$ cat src/rtl/stopit_pkg.sv
// Shared types and constants for the stop-it reaction game controller.
package stopit_pkg;

    typedef enum logic [1:0] {
        IDLE     = 2'd0,
        COUNTING = 2'd1,
        WON      = 2'd2,
        LOST     = 2'd3
    } state_t;

    localparam logic [4:0]  TARGET_OFFSET = 5'd8;
    localparam logic [4:0]  ELAPSED_MAX   = 5'd31;
    localparam logic [15:0] LFSR_SEED     = 16'hACE1;

    // Saturating increment for the 4-bit win streak.
    function automatic logic [3:0] satInc4(input logic [3:0] value);
        return (value == 4'd15) ? value : value + 4'd1;
    endfunction

endpackage

$ cat src/rtl/lfsr16.sv
// Free-running 16-bit Fibonacci LFSR (taps 16,14,13,11), reseeded by reset.
module lfsr16
    import stopit_pkg::*;
#(
    parameter int unsigned OUT_W = 16
) (
    input  logic             clk_i,
    input  logic             rst_i,
    output logic [OUT_W-1:0] value_o
);

    logic [15:0] lfsr_q;
    logic [15:0] lfsr_d;
    logic        feedback;

    always_comb begin
        feedback = lfsr_q[15] ^ lfsr_q[13] ^ lfsr_q[12] ^ lfsr_q[10];
        lfsr_d   = {lfsr_q[14:0], feedback};
    end

    always_ff @(posedge clk_i) begin
        if (rst_i) begin
            lfsr_q <= LFSR_SEED;
        end else begin
            lfsr_q <= lfsr_d;
        end
    end

    assign value_o = lfsr_q[OUT_W-1:0];

endmodule

$ cat src/rtl/stopit_controller.sv
// Stop-it game controller: counts ticks toward a pseudo-random target and scores the stop press.
module stopit_controller
    import stopit_pkg::*;
#(
    parameter int unsigned TOLERANCE     = 1,
    parameter int unsigned RESULT_CYCLES = 8
) (
    input  logic       clk_4_i,
    input  logic       rst_i,
    input  logic       start_i,
    input  logic       stop_i,
    output logic       running_o,
    output logic       won_o,
    output logic       lost_o,
    output logic [4:0] elapsed_o,
    output logic [4:0] target_o,
    output logic [3:0] score_o
);

    localparam logic [7:0] HOLD_LAST = 8'(RESULT_CYCLES - 1);

    state_t     state_q, state_d;
    logic [4:0] elapsed_q, elapsed_d;
    logic [4:0] target_q, target_d;
    logic [3:0] score_q, score_d;
    logic [7:0] holdCnt_q, holdCnt_d;
    logic [3:0] lfsrNibble;
    logic [4:0] distance;
    logic       inWindow;

    lfsr16 #(
        .OUT_W (4)
    ) u_lfsr (
        .clk_i   (clk_4_i),
        .rst_i   (rst_i),
        .value_o (lfsrNibble)
    );

    // Order the subtraction so the unsigned distance never wraps.
    always_comb begin
        distance = (elapsed_q >= target_q) ? (elapsed_q - target_q) : (target_q - elapsed_q);
        inWindow = (32'(distance) <= TOLERANCE);
    end

    always_comb begin
        state_d   = state_q;
        elapsed_d = elapsed_q;
        target_d  = target_q;
        score_d   = score_q;
        holdCnt_d = holdCnt_q;

        unique case (state_q)
            IDLE: begin
                if (start_i) begin
                    state_d   = COUNTING;
                    target_d  = {1'b0, lfsrNibble} + TARGET_OFFSET;
                    elapsed_d = 5'd0;
                end
            end
            COUNTING: begin
                // Stop wins over a simultaneous start; elapsed freezes at the sampled value.
                if (stop_i) begin
                    holdCnt_d = 8'd0;
                    if (inWindow) begin
                        state_d = WON;
                        score_d = satInc4(score_q);
                    end else begin
                        state_d = LOST;
                        score_d = 4'd0;
                    end
                end else if (elapsed_q == ELAPSED_MAX) begin
                    state_d   = LOST;
                    score_d   = 4'd0;
                    holdCnt_d = 8'd0;
                end else begin
                    elapsed_d = elapsed_q + 5'd1;
                end
            end
            WON, LOST: begin
                if (start_i) begin
                    state_d   = COUNTING;
                    target_d  = {1'b0, lfsrNibble} + TARGET_OFFSET;
                    elapsed_d = 5'd0;
                    holdCnt_d = 8'd0;
                end else if (holdCnt_q == HOLD_LAST) begin
                    state_d   = IDLE;
                    holdCnt_d = 8'd0;
                end else begin
                    holdCnt_d = holdCnt_q + 8'd1;
                end
            end
            default: begin
                state_d = IDLE;
            end
        endcase
    end

    always_ff @(posedge clk_4_i) begin
        if (rst_i) begin
            state_q   <= IDLE;
            elapsed_q <= 5'd0;
            target_q  <= 5'd0;
            score_q   <= 4'd0;
            holdCnt_q <= 8'd0;
        end else begin
            state_q   <= state_d;
            elapsed_q <= elapsed_d;
            target_q  <= target_d;
            score_q   <= score_d;
            holdCnt_q <= holdCnt_d;
        end
    end

    assign running_o = (state_q == COUNTING);
    assign won_o     = (state_q == WON);
    assign lost_o    = (state_q == LOST);
    assign elapsed_o = elapsed_q;
    assign target_o  = target_q;
    assign score_o   = score_q;

endmodule

$ cat config.mk
export PLATFORM = sky130hd
export DESIGN_NAME = stopit_controller
export DESIGN_NICKNAME = d
export VERILOG_FILES = /design/src/rtl/stopit_pkg.sv /design/src/rtl/lfsr16.sv /design/src/rtl/stopit_controller.sv
export SDC_FILE = /design/constraint.sdc
export NUM_CORES = 1
export LEC_CHECK = 0
export CORE_MARGIN = 2
export CORE_UTILIZATION = 50
export DETAILED_ROUTE_END_ITERATION = 8
export PLACE_DENSITY = 0.82
export RECOVER_POWER = 100
export SYNTH_ARGS = -nofsm -noshare
export SYNTH_HDL_FRONTEND = slang
export SYNTH_SLANG_ARGS = --single-unit
$ cat constraint.sdc
create_clock -name clk_4_i -period 2.6 [get_ports clk_4_i]
set_input_delay 0.52 -clock clk_4_i [delete_from_list [all_inputs] [get_ports clk_4_i]]
set_output_delay 0.52 -clock clk_4_i [all_outputs]
set_load 0.005 [all_outputs]
==> results of run 1 <==
## logic make-up (layout without fill, tap and decap cells)
kind of cell | after synthesis | after routing
DFF | 40 | 40
buffers and inverters | 22 | 47
and+or+nand+nor | 80 | 80
xor gates and xnor gates | 15 | 15
muxes | 2 | 2
adders and majority gates | 15 | 15
AOI/OAI and AO/OA | 39 | 39
## registers in the layout, summed over array words and instances, names as in the netlist
name	count
u_lfsr.lfsr_q	16
holdCnt_q	8
elapsed_o	5
target_o	5
score_o	4
state_q	2
## synthesized netlist by cell type (all sizes together), types with 7 or more instances
cell type  instances  share of area
dfxtp             40           0.42
nor2              23          0.045
inv               17          0.033
a21oi             15          0.039
nand2             14          0.027
ha                13          0.085
nor2b             12          0.039
o21ai              8          0.023
xnor2              8          0.037
or2                7          0.023
xor2               7          0.032
## power by group through the flow
stage | sequential, mW | combinational [mW] | clock (mW)
6_report | 0.663 | 0.223 | 0.521
3_3_place_gp | 0.676 | 0.209 | 0
2_1_floorplan | 0.673 | 0.156 | 0
5_1_grt | 0.667 | 0.248 | 0.557
3_5_place_dp | 0.677 | 0.216 | 0
4_1_cts | 0.663 | 0.218 | 0.528
## final cells by class
cell class,instances,area (µm²)
Tap cell,48,60.1
Timing Repair Buffer,22,215
Fill cell,297,1370
Inverter,17,63.8
Clock buffer,5,68.8
Multi-Input combinational cell,151,1030
Sequential cell,40,802
Clock inverter,3,46.3
## worst register-to-register path, delay by kind of cell (launching register included)
kind                     cells  cell delay [ns]
AO/OA/AOI/OAI                3             0.84
XOR/XNOR                     1             0.17
AND/OR/NAND/NOR              2             0.35
buffers and inverters        2             0.13
adder cells (fa/ha/maj)      2             0.56
flip-flops                   1             0.35
## path summary, 6_finish.rpt
check | to | start | slack, ns | cells past startpoint
hold / removal | u_lfsr.lfsr_q[15] | u_lfsr.lfsr_q[14] | 0.41 | 1
setup / recovery | score_o[3] | elapsed_o[0] | 0.11 | 10
setup reg to reg | score_o[3] | elapsed_o[0] | 0.11 | 10
hold reg to reg | u_lfsr.lfsr_q[15] | u_lfsr.lfsr_q[14] | 0.41 | 1
## layer usage
| metal | track usage | up-vias |
|---|---|---|
| met5 | 0 | - |
| met4 | 0.0781 | 0 |
| met2 | 0.295 | 29 |
| met1 | 0.245 | 675 |
| met3 | 0.0613 | 6 |
| li1 | - | 768 |
## timing repair
action                                  4_1_cts  5_1_grt
hold endpoints to repair                      0        0
gates resized for setup                       0        3
endpoints found under the setup margin        0        4
==> run metrics, run 1 <==
status finished clean; total chip power 1.41 mW; Syn. warnings 0; crit-path cells inv_1 > ha_1 > inv_1 > fa_1 > xor2_1 > nor4b_2 > o311ai_1 > o32ai_2 > nand2_1 > o311ai_2; compound-cell area share of the yosys netlist 0.136; period utilization 0.957; Seq pwr share 0.471; most used cell, CP inv_1; vias in the first global route 1377; worst skew pair latency ~0.30 ns; metal3 WL roughly 180 µm; Seq cells post-synth 40; CTS tree done; clock sinks 40; number of synthesized flops with an enable pin 0; combinational share of power 0.158; Setup Viol. Count Final 0; DP Area 2160 µm²; Static Leakage between 0.8 and 0.9 nW; share of layout cells above drive strength 1 0.101; Max Buffers Root-to-Sink 2; IO buf count 20; starting density of the core 0.524; Fmax approximately 400 MHz; Data arrival, critical path 2.70 ns; DRC errors left 0; core area between 3000 and 4000 µm²; proportion of synthesized area in mux cells 0.0104; most frequent cells in the layout dfxtp_1 (39), nor2_1 (23), inv_1 (17); Initial DRT Pass Iterations 4; first-pass GRT wire length 6260 µm; asr flop ratio synth 0; Avg WL per Cell around 13 µm; Final Max Tran Viols 0; Setup crit start kind flip-flop; CTS Buf Count 5; maximum capacitance violations 0; Finished Cell Area 2290 µm²; vias per cell 5.17; delay of the slowest critical-path stage 0.41 ns; fin worst setup slack 0.111 ns; GRT Total Usage 0.191; Via Count roughly 1500; min-delay worst type reg -> reg; syn_area_per_cell 9.00 µm²; ys flop type dfxtp_1; final core utilization 0.626; I/O pin count 21; CP bufs+invs 2; simple-gate area share of the yosys netlist 0.214; CP required approximately 2.8 ns; PwrDens 614 nW/µm²; Met1 Wirelength between 1500 and 2000 µm; placed wire-length estimate 2640 µm; Post-Syn Area 1920 µm²; net switching power 370 µW; synthesis-to-finish area growth 19.5%; Worst VDD drop 0.465 mV; DR iter-0 viols 94; Synth Area in XOR/XNOR 0.0685; RePlAce Congestion 0.910; Non-Filler Instances 286; clock root buffer clkbuf_8; die height 65.9 µm; Post-CTS Hold Buffers 0; switching share of power 0.263; Post-Route Setup TNS 0 ns; Worst slew margin 0.659; Post-Route WL 3700 µm; library cells used by synthesis 40; most common cell after layout, fill and taps aside dfxtp_1; ant diodes 0; Crit Path Class reg -> reg; crit-path leading delay family compound AO/OA/AOI/OAI gates; Cell Count Post-Placement 278; Final ANT Viol Nets 0; largest family of logic cells by synthesized area simple AND/OR/NAND/NOR gates; # rows 22; Tmin final between 2 and 2.5 ns; initial antenna violation count 0; full die area 4340 µm²; RSZ-0062 raised after global routing yes; crit path max-delay cell type fa_1; top routing layer used met4; adder-cell area share of the yosys netlist 0.106; Critical Path Fanout Max 6; largest net degree at the start of global routing 30; Worst Setup End Kind flip-flop; post-synthesis net count 232; Clock Skews slightly above 0.006 ns; Setup WS pre-CTS roughly 0.14 ns; CTS clk-pin slew, worst paths about 0.08 ns; CTS HTree Levels 2; Die Wd 65.9 µm; met2 WL 1690 µm; Hold Fails Final Rpt 0; setup bufs post-CTS 0; Seq/Total Area, Yosys 0.418; Worst Tran Pin Value 0.503 ns; Layout Nets 256; global route overflow 0; Hold WS slightly above 0.4 ns; internal power 1.04 mW; clock share of power 0.371; Syn Inst Count 213
No activity file was read; power rests on OpenSTA's default activity.
==> inputs of run 2 (changes only) <==
- CORE_MARGIN: 2 -> default
==> run 2 against run 1 <==
  * Wire length decreased by 3.9%
  * Sequential share of layout area increased by 0.17 points
  * Highest routed layer unchanged
  * Sequential cell count unchanged
  * Critical path depth unchanged
  * Die area decreased by 6.0%
==> run metrics, run 2 (synthesized netlist as in run 1, its figures left out) <==
status finished clean; Initial DRT Pass Iterations 4 (unchanged); net switching power 355 µW (-4.0%); combinational share of power 0.156 (-0.002); crit path max-delay cell type fa_1; CP bufs+invs 2 (unchanged); Setup crit start kind flip-flop; clock sinks 40 (unchanged); worst skew pair latency 0.30 ns (about the same); CP required 2.80 ns (about the same); maximum capacitance violations 0 (unchanged); Tmin final 2.48 ns (-0.0138 ns); IO buf count 20 (unchanged); Worst Setup End Kind flip-flop; Worst Tran Pin Value 0.400 ns (-0.103 ns); global route overflow 0 (unchanged); first-pass GRT wire length 6320 µm (+0.99%); RePlAce Congestion 0.914 (+0.52%); full die area 4090 µm² (-6.0%); Final ANT Viol Nets 0 (unchanged); Post-CTS Hold Buffers 0 (unchanged); die height 63.9 µm (-3.0%); Max Buffers Root-to-Sink 2 (unchanged); RSZ-0062 raised after global routing yes; r2r setup slk 0.12 ns (about the same); most used cell, CP inv_1; GRT Total Usage 0.201 (+0.00985); Clock Skews 0.00608 ns (-0.000106 ns); Worst slew margin 0.729 (+0.0700); hold path depth 1 (unchanged); DP Area 2160 µm² (unchanged); Fmax 404 MHz (+0.56%); DRC errors left 0 (unchanged); R2R Path End score_o[3]; # rows 22 (unchanged); Avg WL per Cell 12.4 µm (-3.9%); Via Count 1475 (-0.20%); Cell Count Post-Placement 278 (unchanged); vias per cell 5.16 (-0.20%); placed wire-length estimate 2630 µm (-0.59%); Hold Fails Final Rpt 0 (unchanged); internal power 1.03 mW (-0.70%); hold_sp u_lfsr.lfsr_q[6]; hold endpoint u_lfsr.lfsr_q[7]; synthesis-to-finish area growth 18.9%; PwrDens 607 nW/µm² (-1.1%); CTS HTree Levels 2 (unchanged); clock share of power 0.365 (-0.006); Most flops, register u_lfsr.lfsr_q; crit-path leading delay family compound AO/OA/AOI/OAI gates; Finished Cell Area 2280 µm² (-0.49%); Die Wd 63.9 µm (-3.0%); CTS tree done; Post-Route WL 3560 µm (-3.9%); I/O pin count 21 (unchanged); vias in the first global route 1456 (+5.7%); Layout Nets 256 (unchanged); core area 3660 µm² (unchanged); Setup Viol. Count Final 0 (unchanged); ant diodes 0 (unchanged); CTS clk-pin slew, worst paths 0.08 ns (about the same); Crit Path Class reg -> reg; delay of the slowest critical-path stage 0.40 ns (about the same); switching share of power 0.257 (-0.00649); max FFs per register 16 (unchanged); Critical Path Fanout Max 6 (unchanged); starting density of the core 0.524 (unchanged); most common cell after layout, fill and taps aside dfxtp_1; Non-Filler Instances 286 (unchanged); fin worst setup slack 0.124 ns (+0.0138 ns); min-delay worst type reg -> reg; Static Leakage 0.890 nW (-1.1%); Seq pwr share 0.479 (+0.008); share of layout cells above drive strength 1 0.0966 (-0.00420); R2R depth 10 (unchanged); period utilization 0.952 (-0.00530); Data arrival, critical path 2.68 ns (-0.02 ns); total chip power 1.38 mW (-1.6%); Post-Route Setup TNS 0 ns (unchanged); most frequent cells in the layout dfxtp_1 (39), nor2_1 (23), inv_1 (17); clock root buffer clkbuf_8; Setup WS pre-CTS 0.132 ns (-0.00675 ns); leading registers by flop count u_lfsr.lfsr_q (16), holdCnt_q (8); DR iter-0 viols 45 (-52%); Final Max Tran Viols 0 (unchanged); initial antenna violation count 0 (unchanged); crit-path cells inv_1 > ha_1 > inv_1 > fa_1 > xor2_1 > nor4b_2 > o311ai_1 > o32ai_2 > nand2_1 > o311ai_2; CTS Buf Count 5 (unchanged); largest net degree at the start of global routing 30 (unchanged); RR Startpoint elapsed_o[0]; Worst VDD drop 0.500 mV (+7.4%)
## run 2: cell count changes in the layout (fill, tap and decap cells not counted), sizes merged
cell	before	now
clkdlybuf4s50	14	16
clkinv	0	1
dlygate4sd3	6	4
inv	18	17
## run 2: through the flow
stage / util / hold slack [ns]
CTS: 0.622 / 0.422
global placement: 0.591 / 0.394
finish: 0.623 / 0.419
detailed placement: 0.591 / 0.399
global route: 0.623 / 0.433
floorplan: - / 0.389
## run 2: worst reg2reg max path, delay by kind of cell (launching register included)
family	cells	cell delay, ns
AOI/OAI and AO/OA	3	0.83
xor gates and xnor gates	1	0.17
adders and majority gates	2	0.55
buffers and inverters	2	0.12
DFF	1	0.36
and+or+nand+nor	2	0.36
## run 2: how the worst max path moves through the flow
stage                             from         end  cells after the start
after global routing      elapsed_o[0]  score_o[3]                     10
after detailed placement  elapsed_o[0]  score_o[3]                      9
final                     elapsed_o[0]  score_o[3]                     10
after global placement    elapsed_o[0]  score_o[3]                      9
after CTS                 elapsed_o[0]  score_o[3]                      9
after floorplan           elapsed_o[0]  score_o[3]                      9
## run 2: what timing repair did
item	CTS	global route
setup buffers	0	0
setup endpoints to repair	0	4
gates resized for setup	0	2
## run 2: power by group through the flow
| stage | registers (mW) | clock network [mW] | logic [mW] |
|---|---|---|---|
| floorplan | 0.673 | 0 | 0.156 |
| finish | 0.663 | 0.506 | 0.216 |
| CTS | 0.663 | 0.514 | 0.217 |
| global placement | 0.676 | 0 | 0.209 |
| global route | 0.668 | 0.547 | 0.241 |
| detailed placement | 0.678 | 0 | 0.215 |
## run 2: layout make-up
type                       count  area, µm²
fill                         311       1380
sequential                    40        802
inverter                      17       63.8
multi-input combinational    151       1030
clock buffer                   5       68.8
clock inverter                 3       42.5
timing repair buffer          22        215
tap                           48       60.1
## run 2: per-layer routing
| metal | share of wire | global-route usage | vias to the layer above |
|---|---|---|---|
| met5 | 0 | 0 | - |
| met4 | 0.012 | 0.0739 | 0 |
| met3 | 0.046 | 0.0696 | 5 |
| met2 | 0.44 | 0.303 | 29 |
| met1 | 0.50 | 0.263 | 672 |
| li1 | - | - | 769 |
==> inputs of run 3 (changes only) <==
- CAP_MARGIN: default -> 30
==> results of run 3 <==
No change in the layout: final DEF, timing and power equal those of run 2.
